## src/rtl/muladd_pkg.sv

```systemverilog
// Shared state encoding and width constants for muladd32.
// Defining MULADD32_RADIX4_EN switches the datapath to radix-4 (2 multiplier bits per step).
package muladd_pkg;

  localparam int unsigned K_DEF = 32;

  typedef enum logic [1:0] {
    IDLE,
    BUSY,
    ADD,
    DONE
  } state_t;

`ifdef MULADD32_RADIX4_EN
  localparam int unsigned STEP_BITS = 2;
`else
  localparam int unsigned STEP_BITS = 1;
`endif

endpackage

```

## src/rtl/muladd_step.sv

```systemverilog
// One shift-add step of the MSB-first multiplier: acc_nxt = (acc << STEP_BITS) + q_top * d.
// MULADD32_RADIX4_EN selects the radix-4 form (partial product 0, d, 2d or 3d).
module muladd_step
  import muladd_pkg::*;
#(
  parameter int unsigned K = K_DEF
) (
  input  logic [2*K-1:0]       acc,
  input  logic [K-1:0]         d,
  input  logic [STEP_BITS-1:0] q_top,
  output logic [2*K-1:0]       acc_nxt
);

  logic [2*K-1:0] d_ext;

  assign d_ext = {{K{1'b0}}, d};

`ifdef MULADD32_RADIX4_EN
  logic [2*K-1:0] pp;

  always_comb begin
    pp = '0;
    case (q_top)
      2'd0:    pp = '0;
      2'd1:    pp = d_ext;
      2'd2:    pp = d_ext << 1;
      default: pp = (d_ext << 1) + d_ext;
    endcase
    acc_nxt = (acc << 2) + pp;
  end
`else
  always_comb begin
    acc_nxt = (acc << 1) + (q_top[0] ? d_ext : '0);
  end
`endif

endmodule

```

## src/rtl/muladd32.sv

```systemverilog
// Sequential reconstruction of a dividend: x = q*d + r, unsigned, 2K-bit result.
// MULADD32_RADIX4_EN retires two q bits per BUSY cycle instead of one.
module muladd32
  import muladd_pkg::*;
#(
  parameter int unsigned K = K_DEF
) (
  input  logic           clk,
  input  logic           rstn,
  input  logic           in_valid,
  output logic           in_ready,
  input  logic [K-1:0]   q,
  input  logic [K-1:0]   d,
  input  logic [K-1:0]   r,
  output logic           out_valid,
  input  logic           out_ready,
  output logic [2*K-1:0] x
);

  localparam int unsigned ITERS = K / STEP_BITS;
  localparam int unsigned CW    = $clog2(ITERS + 1);
  localparam logic [CW-1:0] ITERS_C = CW'(ITERS);

  state_t         state, state_nxt;
  logic [2*K-1:0] acc, acc_step;
  logic [K-1:0]   q_sh, d_r, r_r;
  logic [CW-1:0]  cnt;
  logic           iters_done;

  assign iters_done = (cnt == ITERS_C);

  always_ff @(posedge clk) begin
    if (!rstn) state <= IDLE;
    else       state <= state_nxt;
  end

  // BUSY stays one extra cycle after the last iteration: the exit is taken on the
  // edge where the counter already reads ITERS, giving ITERS+2 edges accept-to-valid.
  always_comb begin
    state_nxt = state;
    in_ready  = 1'b0;
    out_valid = 1'b0;
    case (state)
      IDLE: begin
        in_ready = 1'b1;
        if (in_valid) state_nxt = BUSY;
      end
      BUSY: if (iters_done) state_nxt = ADD;
      ADD:  state_nxt = DONE;
      DONE: begin
        out_valid = 1'b1;
        if (out_ready) state_nxt = IDLE;
      end
      default: state_nxt = IDLE;
    endcase
  end

  muladd_step #(.K(K)) u_step (
    .acc    (acc),
    .d      (d_r),
    .q_top  (q_sh[K-1 -: STEP_BITS]),
    .acc_nxt(acc_step)
  );

  always_ff @(posedge clk) begin
    if (!rstn) begin
      acc  <= '0;
      q_sh <= '0;
      d_r  <= '0;
      r_r  <= '0;
      cnt  <= '0;
    end else begin
      case (state)
        IDLE: begin
          if (in_valid) begin
            q_sh <= q;
            d_r  <= d;
            r_r  <= r;
            acc  <= '0;
            cnt  <= '0;
          end
        end
        BUSY: begin
          if (!iters_done) begin
            acc  <= acc_step;
            q_sh <= q_sh << STEP_BITS;
            cnt  <= cnt + 1'b1;
          end
        end
        ADD:     acc <= acc + {{K{1'b0}}, r_r};
        default: ;
      endcase
    end
  end

  assign x = acc;

endmodule

```

## config.mk

```make
export PLATFORM = sky130hd
export DESIGN_NAME = muladd32
export DESIGN_NICKNAME = d
export VERILOG_FILES = /design/src/rtl/muladd_pkg.sv /design/src/rtl/muladd_step.sv /design/src/rtl/muladd32.sv
export SDC_FILE = /design/constraint.sdc
export NUM_CORES = 1
export LEC_CHECK = 0
export BUFFER_PORTS_ARGS = -buffer_cell sky130_fd_sc_hd__buf_2
export CAP_MARGIN = 20
export CORE_MARGIN = 1.5
export CORE_UTILIZATION = 53
export CTS_BUF_LIST = sky130_fd_sc_hd__clkbuf_4 sky130_fd_sc_hd__clkbuf_8
export DETAILED_ROUTE_END_ITERATION = 10
export PLACE_DENSITY = 0.86
export SLEW_MARGIN = 30
export SYNTH_ARGS = -nofsm -noshare
export SYNTH_HDL_FRONTEND = slang
export SYNTH_HIERARCHICAL = 1
export SYNTH_SLANG_ARGS = --single-unit
```

## constraint.sdc

```tcl
create_clock -name clk -period 3.1 [get_ports clk]
set_clock_uncertainty 0.05 [all_clocks]
set_input_delay 0.31 -clock clk [delete_from_list [all_inputs] [get_ports clk]]
set_output_delay 0.31 -clock clk [all_outputs]
set_load 0.02 [all_outputs]
```

==> results.json, run 1 <==
{
  "crit_slowest_cell": "or4_4",
  "rsz0062_at_grt": "yes",
  "hold_violations": 0,
  "vias": 13020,
  "dpl.hpwl_mm": 27.49,
  "whs_endpoint": "d_r[18]$_SDFFE_PN0P_",
  "dieHeight_um": 153.4,
  "post-synth-top-area-cell": "dfxtp_1",
  "setup_slack_ns": -0.09073,
  "finalWeightedCongestion": 0.9698,
  "layout-drive-gt1-share_pct": 24.84,
  "p_per_area_nw_per_um2": 548.2,
  "yosys_warnings": 6,
  "cp_cell_sequence": "buf_6 -> and2_4 -> ha_4 -> and4_4 -> nand2_2 -> or4_4 -> nand4_4 -> a31oi_4 -> buf_6 -> nor3b_4 -> xor2_1 -> and3_1 -> a21oi_2 -> o211ai_1",
  "slew_viol_final": 0,
  "r2r_cells": 14,
  "grt_overflow": 0,
  "hp-start": "d[18]",
  "clock.fmax_mhz": 313.4,
  "syn_area_per_cell_sq_um": 7.559,
  "antenna_cells": 0,
  "synth.yosys.seq_area_share_pct": 28.05,
  "drc": 0,
  "final_core_util_pct": 68.30,
  "cp-end-kind": "flop",
  "setup.worst_path.start": "q_sh[31]$_SDFFE_PN0P_",
  "htreeDepth": 4,
  "crit_family": "simple AND/OR/NAND/NOR gates",
  "totalPowerFinal_mw": 8.247,
  "antenna_found_initial": 1,
  "startpoint_type": "flop",
  "synthesis.nets": 1757,
  "drt_first_iter_violations": 1388,
  "setup_viol": 3,
  "synth_cell_types": 88,
  "drt_wl_total_mm": 38.89,
  "tritoncts": "built",
  "grtUsageTotal_pct": 31.92,
  "fp.coreArea_sq_um": 22030,
  "grt_pass1_wl_mm": 61.26,
  "ir_worst_vdd_mv": 0.3697,
  "cts_made_buffers": 17,
  "period_needed_ns": 3.191,
  "ioPinCount": 166,
  "worst_pin_slew_ns": 0.6623,
  "insertion_delay_ns": 0.48,
  "violations": "negative setup slack",
  "synth_flop_cell": "dfxtp_1",
  "crit_top_cell": "buf_6",
  "dieArea_sq_um": 23530,
  "min_path_cells": 3,
  "initial_utilization_pct": 54.43,
  "ant_nets": 0,
  "worstPathMaxFanout": 7,
  "final_cell_mix": "nand2_1 (256), buf_2 (165), dfxtp_1 (164)",
  "r2r_slack_ns": -0.09,
  "async_reset_ff_share_pct": 0,
  "worstReg2RegStart": "q_sh[31]$_SDFFE_PN0P_",
  "std_cell_rows": 54,
  "status": "finished, violations left",
  "areaGrowthSynthToFinish_pct": 25.48,
  "wl_per_cell_um": 18.31,
  "min_path_type": "input port to flop",
  "nets": 2002,
  "cts-root-buf": "clkbuf_8",
  "cts_buffer_depth": 2,
  "arrival_ns": 3.54,
  "synth-edff-count": 0,
  "worstSetupPathType": "flop to flop",
  "synth_cells": 1586,
  "dr.pass1.iters": 8,
  "ys_ff_latch": 168,
  "p_leak_nw": 6.349,
  "path_clk_slew_ns": 0.11,
  "grt_max_degree": 65,
  "cap_violations": 0,
  "r2r-end": "x[53]$_SDFFE_PN0P_",
  "syn_area_sq_um": 11990,
  "numClockSinks": 168,
  "synth_top_area_share_pct": 28.05,
  "via_per_inst": 6.129,
  "grt_pass1_vias": 12220,
  "max-slew-margin-rel_pct": 55.85,
  "synthTopCellsByArea": "dfxtp_1 (28%), nand2_1 (8.2%), a21oi_1 (7.6%)",
  "final_common_cell": "nand2_1",
  "max_stage_delay_ns": 0.56,
  "port_buffers": 165,
  "critPathBufInv": 2,
  "die_x_um": 153.4,
  "post-route-period-util_pct": 102.9,
  "cp.required_ns": 3.45
}
## cell usage after synthesis, types with 16 or more instances
master and n:
a211oi_1 42, a21oi_1 181, a22oi_1 16, a31oi_1 20, and2_1 44, and3_1 35
clkbuf_1 77, dfxtp_1 168, ha_1 69, inv_1 32, mux2i_1 38, nand2_1 261
nand3_1 42, nand4_1 26, nor2_1 128, nor3_1 19, o21ai_0 62, o21bai_1 16
xnor2_1 52, xor2_1 46
## worst reg2reg max path, cell delays in order (launching register included)
cell	delay, ns
dfxtp_4	0.40
buf_6	0.14
and2_4	0.15
ha_4	0.28
and4_4	0.25
nand2_2	0.06
or4_4	0.56
nand4_4	0.11
a31oi_4	0.12
buf_6	0.18
nor3b_4	0.20
xor2_1	0.19
and3_1	0.21
a21oi_2	0.04
o211ai_1	0.19
## what timing repair did
item | 4_1_cts | 5_1_grt
buffers inserted | 6 | 5
pin swaps | 15 | 26
gates resized for setup | 24 | 89
cloned | 0 | 1
setup endpoints to repair | 17 | 42
hold buffers | 23 | 1
hold endpoints to repair | 23 | 1
## cell families after synthesis
| logic type | share of synthesized area (%) |
|---|---|
| and+or+nand+nor | 25.63 |
| AOI/OAI and AO/OA | 24.09 |
| DFF | 28.05 |
| buffers and inverters | 4.174 |
| xor gates and xnor gates | 7.159 |
| adders and majority gates | 7.535 |
| muxes | 3.360 |
## metal layers
layer | track usage (%) | vias to the layer above | part of all wire (%)
met5 | 0 | - | 0.028
li1 | - | 6199 | -
met4 | 12.81 | 2 | 3.9
met3 | 5.557 | 134 | 8.1
met2 | 52.21 | 677 | 46
met1 | 41.77 | 6007 | 42
## through the flow
stage	area [sq um]	setup TNS (ns)	cells	hold WS [ns]	worst slack, ns
2_1_floorplan	12060	0	1586	0.3817	0.01036
3_3_place_gp	13780	-0.05311	2056	0.3902	-0.02841
3_5_place_dp	13780	-0.4988	2056	0.3959	-0.1104
4_1_cts	14590	-0.004829	2117	0.0001873	-0.004829
5_1_grt	15040	-0.7524	2124	0.0006201	-0.1677
6_report	15040	-0.1868	2124	0.01658	-0.09073
## flip-flops by register name, summed over array words and instances (netlist names)
signal	flops
d_r	32
x	64
q_sh	32
r_r	32
cnt	6
state	2
## worst max path at each step
stage | endpoint | slack, ns | cells past startpoint
after floorplan | x[39]$_SDFFE_PN0P_ | 0.01 | 15
after CTS | x[49]$_SDFFE_PN0P_ | -0.005 | 15
after global routing | x[53]$_SDFFE_PN0P_ | -0.17 | 14
after detailed placement | x[61]$_SDFFE_PN0P_ | -0.11 | 14
final | x[53]$_SDFFE_PN0P_ | -0.09 | 14
after global placement | x[40]$_SDFFE_PN0P_ | -0.03 | 12
## power by group
| group | leakage, nW | switching, mW | total, mW | internal [mW] |
|---|---|---|---|---|
| Combinational | 4.76 | 2.39 | 3.74 | 1.35 |
| Sequential | 1.37 | 0.263 | 2.80 | 2.54 |
| Clock | 0.211 | 0.995 | 1.70 | 0.709 |
## cell type report
class                      count  area [sq um]
multi-input combinational   1293          8677
fill                        1807          6983
sequential                   168          3371
timing repair buffer         318          2096
tap                          280         350.3
clock buffer                  18         247.7
clock inverter                14         175.2
inverter                      33         126.4
(Power assumes the default switching activity.)
==> inputs of run 2 (changes only) <==
--- a/config.mk
+++ b/config.mk
@@ -11,9 +11,8 @@
 export CORE_UTILIZATION = 53
 export CTS_BUF_LIST = sky130_fd_sc_hd__clkbuf_4 sky130_fd_sc_hd__clkbuf_8
 export DETAILED_ROUTE_END_ITERATION = 10
-export PLACE_DENSITY = 0.86
-export SLEW_MARGIN = 30
+export PLACE_DENSITY = 0.87
+export SLEW_MARGIN = 20
 export SYNTH_ARGS = -nofsm -noshare
 export SYNTH_HDL_FRONTEND = slang
-export SYNTH_HIERARCHICAL = 1
 export SYNTH_SLANG_ARGS = --single-unit
==> run 2 against run 1 <==
Effect of this change:
- the run still ends with negative setup slack left
- design area fell by 1.2%
- first-iteration DRC count up 2.9%
- clock-buffer cell count is 1 higher
- critical endpoint is now x[63]$_SDFFE_PN0P_
- cell count down 2.1%
- sequential cell count unchanged
- via count is 0.27% higher
- wire length up 3.3%
- worst setup slack got worse by 0.024 ns
- die area fell by 6.5%
- clock power hardly changed
==> results.json, run 2 <==
{
  "status": "finished, violations left",
  "violations": "negative setup slack",
  "seq_power_share_pct": 35.9,
  "clock.fmax_mhz": 311.1,
  "async_reset_ff_share_pct": 0,
  "std_cell_rows": 52,
  "drt_first_iter_violations": 1428,
  "syn_area_sq_um": 11190,
  "grt_overflow": 0,
  "numClockSinks": 168,
  "crit_slowest_cell": "dfxtp_4",
  "period_needed_ns": 3.215,
  "cts_made_buffers": 17,
  "synth_cell_types": 70,
  "r2r-end": "x[63]$_SDFFE_PN0P_",
  "synth.yosys.seq_area_share_pct": 30.06,
  "dr.pass1.iters": 6,
  "synth_flop_cell": "dfxtp_1",
  "grt_max_degree": 77,
  "cp-end-kind": "flop",
  "p_int_mw": 4.413,
  "dieArea_sq_um": 21990,
  "ioPinCount": 166,
  "hold_violations": 0,
  "synthTopCellsByCount": "nand2_1 (225), dfxtp_1 (168), a21oi_1 (153), nor2_1 (124), clkbuf_1 (75)",
  "min_path_type": "input port to flop",
  "whs_endpoint": "r_r[27]$_SDFFE_PN0P_",
  "nets": 1967,
  "antenna_cells": 0,
  "htreeDepth": 4,
  "p_leak_nw": 6.455,
  "syn_area_per_cell_sq_um": 7.591,
  "dpl.hpwl_mm": 27.85,
  "worstSetupPathType": "flop to flop",
  "post-synth-top-area-cell": "dfxtp_1",
  "cp.required_ns": 3.44,
  "synth_top_area_share_pct": 30.06,
  "worst_pin_slew_ns": 1.162,
  "power_switching_mw": 3.246,
  "arrival_ns": 3.56,
  "r2r_slack_ns": -0.11,
  "rsz0062_at_grt": "yes",
  "worstReg2RegStart": "q_sh[31]$_SDFFE_PN0P_",
  "cp_cell_sequence": "and2_4 -> ha_4 -> fa_2 -> a211o_1 -> o211ai_1 -> a22oi_2 -> a22oi_2 -> o21ai_4 -> a31oi_4 -> buf_12 -> nor3_2 -> xnor2_1 -> nor2_1 -> o31a_1",
  "p_per_area_nw_per_um2": 515.5,
  "final_common_cell": "nand2_1",
  "synth-edff-count": 0,
  "p_sw_share_pct": 42.39,
  "totalPowerFinal_mw": 7.659,
  "setup_viol": 9,
  "tritoncts": "built",
  "ys_ff_latch": 168,
  "cts_buffer_depth": 2,
  "synthTopCellsByArea": "dfxtp_1 (30%), ha_1 (7.7%), nand2_1 (7.5%)",
  "vias": 13050,
  "max_stage_delay_ns": 0.39,
  "layout-drive-gt1-share_pct": 25.98,
  "r2r_cells": 14,
  "finalWeightedCongestion": 1.000,
  "crit_top_cell": "a22oi_2",
  "grtUsageTotal_pct": 34.76,
  "die_x_um": 148.3,
  "largest_register_ffs": 64,
  "grt_pass1_wl_mm": 61.08,
  "initial_utilization_pct": 54.60,
  "startpoint_type": "flop",
  "clock_power_share_pct": 21.8,
  "pwr-share-comb_pct": 42.4,
  "multi_input_area_sq_um": 7930,
  "final_cell_mix": "nand2_1 (223), buf_2 (165), buf_4 (165)",
  "areaGrowthSynthToFinish_pct": 32.79,
  "slew_viol_final": 0,
  "antenna_found_initial": 0,
  "fp.coreArea_sq_um": 20490,
  "via_per_inst": 6.279,
  "hp-start": "r[27]",
  "final-seq-area_sq_um": 3373,
  "cts-root-buf": "clkbuf_8",
  "synth_cells": 1474,
  "max-slew-margin-rel_pct": 22.23,
  "drc": 0,
  "yosys_warnings": 0,
  "ant_nets": 0,
  "grt_pass1_vias": 12150,
  "min_path_cells": 3,
  "worstPathMaxFanout": 5,
  "dieHeight_um": 148.3,
  "drt_wl_total_mm": 40.15,
  "nFillCells": 1521,
  "insertion_delay_ns": 0.50,
  "yosysMostFrequentCell": "nand2_1",
  "hold_ws_ns": 0.006109,
  "cap_violations": 0,
  "ir_worst_vdd_mv": 0.5216,
  "setup_slack_ns": -0.1148,
  "post-route-period-util_pct": 103.7,
  "wl_per_cell_um": 19.31,
  "path_clk_slew_ns": 0.10,
  "port_buffers": 165,
  "synthesis.nets": 1645
}
run 2: cell type report:
type	instances	area share (%)
multi-input combinational	1193	53.37
sequential	168	22.70
timing repair buffer	390	18.30
tap	270	2.274
clock buffer	19	1.676
clock inverter	13	1.011
inverter	26	0.6653
run 2: cells by family (layout without fill, tap and decap cells):
kind of cell,Yosys count,count (layout),synth area share [%]
DFF,168,168,30.06
and+or+nand+nor,557,557,22.62
adders and majority gates,71,71,8.073
xor gates and xnor gates,86,86,6.732
AOI/OAI and AO/OA,445,445,25.64
buffers and inverters,113,448,3.824
muxes,34,34,3.053
run 2: worst max-delay path: cells and delay by family, from the launching register on:
kind,cells,cell delay [ns]
AO/OA/AOI/OAI,7,1.60
XOR/XNOR,1,0.15
adder cells (fa/ha/maj),2,0.52
buffers and inverters,1,0.17
flip-flops,1,0.39
AND/OR/NAND/NOR,3,0.24
run 2: worst max path at each step:
stage                               to  slack, ns  depth (start not counted)                  start
floorplan           x[37]$_SDFFE_PN0P_      -0.03                         14  q_sh[31]$_SDFFE_PN0P_
CTS                 x[47]$_SDFFE_PN0P_      -0.06                         13  q_sh[31]$_SDFFE_PN0P_
global route        x[63]$_SDFFE_PN0P_      -0.26                         14  q_sh[31]$_SDFFE_PN0P_
finish              x[63]$_SDFFE_PN0P_      -0.11                         14  q_sh[31]$_SDFFE_PN0P_
detailed placement  x[62]$_SDFFE_PN0P_      -0.13                         14    r_r[0]$_SDFFE_PN0P_
global placement    x[59]$_SDFFE_PN0P_      -0.09                         10  q_sh[31]$_SDFFE_PN0P_
run 2: power groups by stage:
stage | Combinational, mW | Clock (mW) | Sequential [mW]
global route | 3.51 | 1.76 | 2.78
detailed placement | 3.03 | 0 | 2.78
floorplan | 2.06 | 0 | 2.71
global placement | 2.94 | 0 | 2.76
CTS | 3.11 | 1.67 | 2.73
finish | 3.25 | 1.67 | 2.75
run 2: through the flow:
stage | TNS, ns | util, % | std cells | area, sq um | setup WS, ns
finish | -0.4218 | 72.50 | 2079 | 14860 | -0.1148
global route | -3.920 | 72.50 | 2079 | 14860 | -0.2574
detailed placement | -2.051 | 65.01 | 1981 | 13320 | -0.1293
floorplan | -0.03777 | - | 1474 | 11240 | -0.02766
global placement | -0.3498 | 65.01 | 1981 | 13320 | -0.09198
CTS | -0.1480 | 69.95 | 2061 | 14340 | -0.06141
run 2: timing repair:
| action | in CTS | in global routing |
|---|---|---|
| endpoints found under the setup margin | 35 | 43 |
| hold buffers | 39 | 6 |
| hold endpoints to repair | 39 | 6 |
| setup buffers | 10 | 12 |
| pin swaps | 21 | 42 |
| resized for setup | 31 | 86 |
run 2: layer usage:
layer | global-route usage (%) | vias to the layer above | part of all wire (%)
met5 | 0 | - | 0
met4 | 15.99 | 0 | 4.9
met3 | 7.331 | 196 | 9.6
met2 | 57.66 | 788 | 47
met1 | 43.29 | 6086 | 39
li1 | - | 5984 | -
